<file path="config.mk">
export PLATFORM = sky130hd
export DESIGN_NAME = taillight_ctrl
export DESIGN_NICKNAME = d
export VERILOG_FILES = /design/src/rtl/taillight_pkg.sv /design/src/rtl/taillight_tick_gen.sv /design/src/rtl/taillight_ctrl.sv
export SDC_FILE = /design/constraint.sdc
export NUM_CORES = 1
export LEC_CHECK = 0
export CAP_MARGIN = 40
export CORE_MARGIN = 2
export CORE_UTILIZATION = 49
export DETAILED_ROUTE_END_ITERATION = 12
export PLACE_DENSITY = 0.78
export SYNTH_ARGS = -nofsm -noshare
export SYNTH_HDL_FRONTEND = slang
export SYNTH_SLANG_ARGS = --single-unit
export TNS_END_PERCENT = 1
</file>
<file path="constraint.sdc">
create_clock -name clk -period 1.74 [get_ports clk]
set_input_delay 0.174 -clock clk [delete_from_list [all_inputs] [get_ports clk]]
set_output_delay 0.174 -clock clk [all_outputs]
set_load 0.01 [all_outputs]
</file>
<file path="src/rtl/taillight_pkg.sv">
// Shared types and lamp decode for the rear light cluster sequencer.
// Lamp vectors are ordered {la,lb,lc,ra,rb,rc}.
package taillight_pkg;

    typedef enum logic [2:0] {IDLE, L1, L2, L3, R1, R2, R3, HAZ} state_t;

    localparam logic [5:0] LAMPS_OFF   = 6'b000000;
    localparam logic [5:0] LAMPS_ALL   = 6'b111111;
    localparam logic [5:0] LAMPS_LEFT  = 6'b111000;
    localparam logic [5:0] LAMPS_RIGHT = 6'b000111;

    function automatic logic [5:0] lamp_decode(input state_t s);
        logic [5:0] l;
        l = LAMPS_OFF;
        case (s)
            L1:      l = 6'b100000;
            L2:      l = 6'b110000;
            L3:      l = 6'b111000;
            R1:      l = 6'b000100;
            R2:      l = 6'b000110;
            R3:      l = 6'b000111;
            HAZ:     l = LAMPS_ALL;
            default: l = LAMPS_OFF;
        endcase
        return l;
    endfunction

endpackage

</file>
<file path="src/rtl/taillight_tick_gen.sv">
// Step prescaler: registered strobe high while the counter sits at TICK_DIV-1.
// Latency: strobe is a flop; with TICK_DIV=1 it goes high on the first edge after reset and stays high.
module tick_gen #(
    parameter int TICK_DIV = 4,
    parameter int CNT_W    = 16
) (
    input  logic clk,
    input  logic reset,
    output logic tick
);

    localparam logic [CNT_W-1:0] LAST = CNT_W'(TICK_DIV - 1);

    logic [CNT_W-1:0] count;
    logic [CNT_W-1:0] count_nxt;

    always_comb begin
        count_nxt = (count == LAST) ? '0 : count + CNT_W'(1);
    end

    // tick tracks count_nxt so the flop is high exactly while count == LAST
    always_ff @(posedge clk or negedge reset) begin
        if (!reset) begin
            count <= '0;
            tick  <= 1'b0;
        end else begin
            count <= count_nxt;
            tick  <= (count_nxt == LAST);
        end
    end

endmodule

</file>
<file path="src/rtl/taillight_ctrl.sv">
// Rear light sequencer: left/right turn sweeps and hazard blink, stepped on prescaled ticks; Moore lamp decode.
// Optional TAILLIGHT_BRAKE_EN adds a brake input forcing lamps not owned by the active sequence on.
module taillight_ctrl
    import taillight_pkg::*;
#(
    parameter int TICK_DIV = 4,
    parameter int CNT_W    = 16
) (
    input  logic clk,
    input  logic reset,
    input  logic left,
    input  logic right,
    input  logic hazard,
`ifdef TAILLIGHT_BRAKE_EN
    input  logic brake,
`endif
    output logic la,
    output logic lb,
    output logic lc,
    output logic ra,
    output logic rb,
    output logic rc,
    output logic active,
    output logic tick
);

    state_t     state;
    state_t     state_nxt;
    logic [5:0] lamps;

    tick_gen #(
        .TICK_DIV (TICK_DIV),
        .CNT_W    (CNT_W)
    ) u_tick_gen (
        .clk   (clk),
        .reset (reset),
        .tick  (tick)
    );

    always_ff @(posedge clk or negedge reset) begin
        if (!reset) begin
            state <= IDLE;
        end else begin
            state <= state_nxt;
        end
    end

    always_comb begin
        state_nxt = state;
        lamps     = lamp_decode(state);
        active    = (state != IDLE);

        if (tick) begin
            case (state)
                IDLE: begin
                    if (hazard || (left && right)) state_nxt = HAZ;
                    else if (left)                 state_nxt = L1;
                    else if (right)                state_nxt = R1;
                    else                           state_nxt = IDLE;
                end
                L1:      state_nxt = hazard ? HAZ : L2;
                L2:      state_nxt = hazard ? HAZ : L3;
                R1:      state_nxt = hazard ? HAZ : R2;
                R2:      state_nxt = hazard ? HAZ : R3;
                // L3/R3 always drop to IDLE so back-to-back sweeps show an all-off step
                L3:      state_nxt = IDLE;
                R3:      state_nxt = IDLE;
                HAZ:     state_nxt = IDLE;
                default: state_nxt = IDLE;
            endcase
        end

`ifdef TAILLIGHT_BRAKE_EN
        if (brake) begin
            case (state)
                IDLE:         lamps = LAMPS_ALL;
                L1, L2, L3:   lamps = lamps | LAMPS_RIGHT;
                R1, R2, R3:   lamps = lamps | LAMPS_LEFT;
                default:      lamps = lamps;
            endcase
        end
`endif
    end

    assign {la, lb, lc, ra, rb, rc} = lamps;

endmodule
</file>
# [Word level (Yosys, flattened, before mapping)]
# Index checks and enable logic that the tools add are counted.
[totals] register_bits=20 in_bits=5 out_inout_bits=8 elab_cells=28
[op_classes] addsub=1 eq_ne=9 mux=10 reduce_logical=5
[ops] cell="6-bit case mux with 7 select lines" count=1
[ops] cell="16-bit by 2-bit == test with 1-bit output (second input constant)" count=2
[ops] cell="3-bit case mux with 6 select lines" count=1
[ops] cell="16-bit by 1-bit adder with 16-bit output (second input constant)" count=1
[ops] cell="16-bit two-way mux" count=1
[ops] cell="3-bit two-way mux" count=5
[ops] cell="3-bit == test (second input constant)" count=4
[ops] cell="3-bit by 2-bit == test with 1-bit output (second input constant)" count=2
[ops] cell="3-bit by 1-bit == test with 1-bit output (second input constant)" count=1
[ops] cell="3-bit zero test" count=1
[ops] cell="3-bit nonzero test" count=1
[ops] cell="3-bit OR reduction" count=1
[ops] cell="2-bit two-way mux" count=1
[ops] cell="1-bit logical AND" count=1
[ops] cell="1-bit logical OR" count=1
[ops] cell="1-bit two-way mux" count=1

# [Depth between registers and ports, before layout]
[logic_depth] ltp_word=4 ltp_mapped=7 ltp_nobuf=6

# [Modules after synthesis]
# A second synthesis with hierarchy kept.
[hier_totals] cells_unflattened=109 area_unflattened_um2=1119.8
[modules_own_cells] mod="tick_gen" instances=1 cells_each=78 area_each_um2=882.1
[modules_own_cells] mod="taillight_ctrl" instances=1 cells_each=31 area_each_um2=237.7

# [Least setup slack after synthesis]
# Ideal clock, no wire load.
[synth_timing] path_kind="register -> register" from="register u_tick_gen.count[0]" to="register u_tick_gen.tick" arrival_ns=1.499 t_required_ns=1.609 path_slack_ns=0.110 path_stages_with_launch=7 path_cell_list="dfrtp_1 ha_1 clkbuf_1 nand4_2 mux2_1 o2111ai_1 a221oi_2"
[synth_via] elab_chain_len=3
[synth_lines] item="from (decl)" line_no="taillight_tick_gen.sv:14" text="logic [CNT_W-1:0] count;"
[synth_lines] item="from (signal assigned)" line_no="taillight_tick_gen.sv:27" text="count <= count_nxt;"
[synth_lines] item="16-bit by 1-bit adder with 16-bit output or 16-bit by 2-bit == test with 1-bit output (tied branches)" line_no="taillight_tick_gen.sv:18" text="count_nxt = (count == LAST) ? '0 : count + CNT_W'(1);"
[synth_lines] item="16-bit two-way mux *" line_no="taillight_tick_gen.sv:18"
[synth_lines] item="16-bit by 2-bit == test with 1-bit output *" line_no="taillight_tick_gen.sv:28" text="tick <= (count_nxt == LAST);"
[synth_lines] item="to (signal assigned)" line_no="taillight_tick_gen.sv:28"
[synth_lines] item="to (decl)" line_no="taillight_tick_gen.sv:9" text="output logic tick"
# Mark *: on every way between the ends. The rest lies on a longest branch, timed or not.
# A chain may end at the register's enable or synchronous reset.

# [Final worst setup path]
[layout_timing] from="register state[1]" to="output rc"
[layout_via] elab_chain_len=2
[layout_lines] item="from (decl)" line_no="taillight_ctrl.sv:27" text="state_t state;"
[layout_lines] item="from (signal assigned)" line_no="taillight_ctrl.sv:44" text="state <= state_nxt;"
[layout_lines] item="3-bit == test (tied with other cells)" line_no="taillight_pkg.sv:15" text="case (s)"
[layout_lines] item="6-bit case mux with 7 select lines *" line_no="taillight_pkg.sv:15"
[layout_lines] item="to (decl)" line_no="taillight_ctrl.sv:22" text="output logic rc,"
# Marks and branches as above.

==> metrics.txt <==
status complete, no violations; MaxCap Viol Count 0; syn_area_per_cell roughly 9.9 um^2; syn nets 118; cts bufs inserted 3; worst slew pin tran 0.317 ns; Die Y 51.6 um; Root Driver clkbuf_4; cell count after synthesis 112; worst hold path class input pin to async pin; commonest non-fill, non-tap cells in the layout 13 x dfrtp_1, 11 x xnor2_1, 10 x buf_4; slew margin rel. 78.7%; dpl ws 0.0140 ns; n_diodes 0; grt total ovfl 0; Total Routing Usage GR 21.2%; design area between 1000 and 1500 um^2; Clk Latency, worst-skew pair 0.31 ns; final-report max-slew violation count 0; DRC 0; Initial Util roughly half; # setup viols final 0; Tmin final ~1.7 ns; CP max FO 4; GPL Wtd Cong 0.861; CTS Sinks 20; total placed cells including tap cells ~150; wirelength, routed 2.34 mm; Seq/Total Area, Yosys 45.1%; Die ar. around 2700 um^2; most common cell after layout, fill and taps aside dfrtp_1; H-Tree Depth 1; placeable core area 2170 um^2; first-pass GRT wire length ~4.1 mm; area grow syn2layout 25.4%; Power Dens Cells 943 nW/um^2; Synthesis Warnings 0; Peak Freq about 600 MHz; clk_skew 0.00430 ns; Finished Layout Cells 162; fin worst setup slack 0.0811 ns; cell row count 17; CP endpoint kind output pin; arrival time worst endpoint 1.48 ns; chip width 51.6 um; cts hold-fix bufs 0; antenna violations before repair 0; CTS tree yes; WL/cell 14.4 um; Clock Path Buffers 2; DRT Pass-1 Iters 7; Layout fillers 190; num ports 13; leakage power total 0.653 nW; Antenna Nets Post-Route 0; register bit total from synthesis 20; Placed Area 1280 um^2; dpl hpwl 1.69 mm; Vias about 930; Crit path required time 1.57 ns; number of global-route vias before repair 917; layout cell share with drive strength beyond 1 between 20% and 30%; fin util 64.1%; largest net degree at the start of global routing 21; CP Launch Type flip-flop; final hold vios 0; Worst-path clk slew 0.11 ns; Crit Path Category flip-flop to output pin; fin nets roughly 140; Final TNS setup 0 ns; RSZ-0062 raised after global routing false; Synth cell types 37; crit share post-route 95.3%; Avg Vias per Cell 5.75; Cell Area, Synth 1110 um^2; Peak VDD IR approximately 660 uV; number of port buffers 12; number of DRC markers in iteration 0 18
==> cell families (layout without fill, tap and decap cells) <==
| logic type | Yosys count | after routing | synth area share [%] |
|---|---|---|---|
| flip-flops | 20 | 20 | 45.1 |
| multiplexers | 2 | 2 | 2.03 |
| AND/OR/NAND/NOR | 48 | 48 | 26.8 |
| XOR/XNOR | 14 | 14 | 11.0 |
| buffers and inverters | 10 | 32 | 3.61 |
| adder cells (fa/ha/maj) | 1 | 1 | 1.13 |
| AO/OA/AOI/OAI | 17 | 17 | 10.3 |
==> power breakdown <==
group | internal (mW) | switching [mW] | leakage (nW)
logic | 0.248 | 0.233 | 0.373
clock network | 0.128 | 0.145 | 0.0210
registers | 0.507 | 0.0504 | 0.259
==> critical path, stage by stage, from the launching register on <==
cell             delay (ns)
dfrtp_2                0.42
buf_4                  0.13
nand2_1                0.06
inv_1                  0.05
clkdlybuf4s50_1        0.52
==> cell usage after synthesis (all sizes together) <==
master,count,area (um^2)
a21oi,4,20.0
a221oi,1,15.0
a22o,1,8.76
a22oi,1,7.51
a31oi,3,18.8
and3,4,30.0
and4,2,17.5
and4b,1,10.0
buf,2,10.0
clkbuf,2,7.51
clkinv,1,3.75
dfrtp,20,500
ha,1,12.5
inv,5,18.8
mux2,2,22.5
nand2,8,30.0
nand2b,2,12.5
nand3,9,50.1
nand4,4,43.8
nor2,9,33.8
nor2b,1,6.26
nor3,3,26.3
nor4,2,12.5
nor4b,2,17.5
o2111ai,1,8.76
o21ai,4,20.0
o21bai,1,7.51
o31ai,1,7.51
or4,1,7.51
xnor2,11,96.3
xor2,3,26.3
==> stage by stage <==
step | power (mW) | hold slack [ns]
after floorplan | 0.777 | -0.122
after global placement | 1.00 | 0.512
after detailed placement | 1.01 | 0.516
after CTS | 1.26 | 0.204
after global routing | 1.39 | 0.224
final | 1.31 | 0.196
==> path summary, 6_finish.rpt <==
check,start,end,slack (ns),cells past startpoint
setup reg to reg,u_tick_gen.count[3]$_DFF_PN0_,u_tick_gen.tick$_DFF_PN0_,0.12,5
hold reg to reg,u_tick_gen.count[15]$_DFF_PN0_,u_tick_gen.count[15]$_DFF_PN0_,0.53,1
min in group clk,u_tick_gen.count[15]$_DFF_PN0_,u_tick_gen.count[15]$_DFF_PN0_,0.53,1
hold / removal,reset,state[2]$_DFFE_PN0P_,0.20,2
max in group asynchronous,reset,u_tick_gen.count[2]$_DFF_PN0_,1.32,2
setup / recovery,state[1]$_DFFE_PN0P_,rc,0.08,4
==> flip-flops by register name, summed over array words and instances (netlist names) <==
register and count:
u_tick_gen.count 16, u_tick_gen.tick 1, state 3
==> per-layer routing <==
| layer | part of all wire (%) | GRT usage [%] | up-vias |
|---|---|---|---|
| met2 | 48 | 32.3 | 29 |
| met3 | 4.7 | 4.60 | 6 |
| met1 | 45 | 27.6 | 450 |
| li1 | - | - | 447 |
| met4 | 2.4 | 12.7 | 0 |
| met5 | 0 | 0 | - |
==> area by class of cell <==
type / instances / area [um^2] / share of cell area [%]
clock buffers: 4 / 36.3 / 2.61
inverters: 6 / 23.8 / 1.71
multi-input cells: 82 / 593 / 42.6
flip-flops and latches: 20 / 509 / 36.6
well taps: 28 / 35.0 / 2.52
repair buffers: 22 / 194 / 13.9
==> repair_timing <==
action	4_1_cts	5_1_grt
setup buffers	0	5
setup endpoints to repair	6	4
resized for setup	7	10
Power figures use the tool's default switching activity.
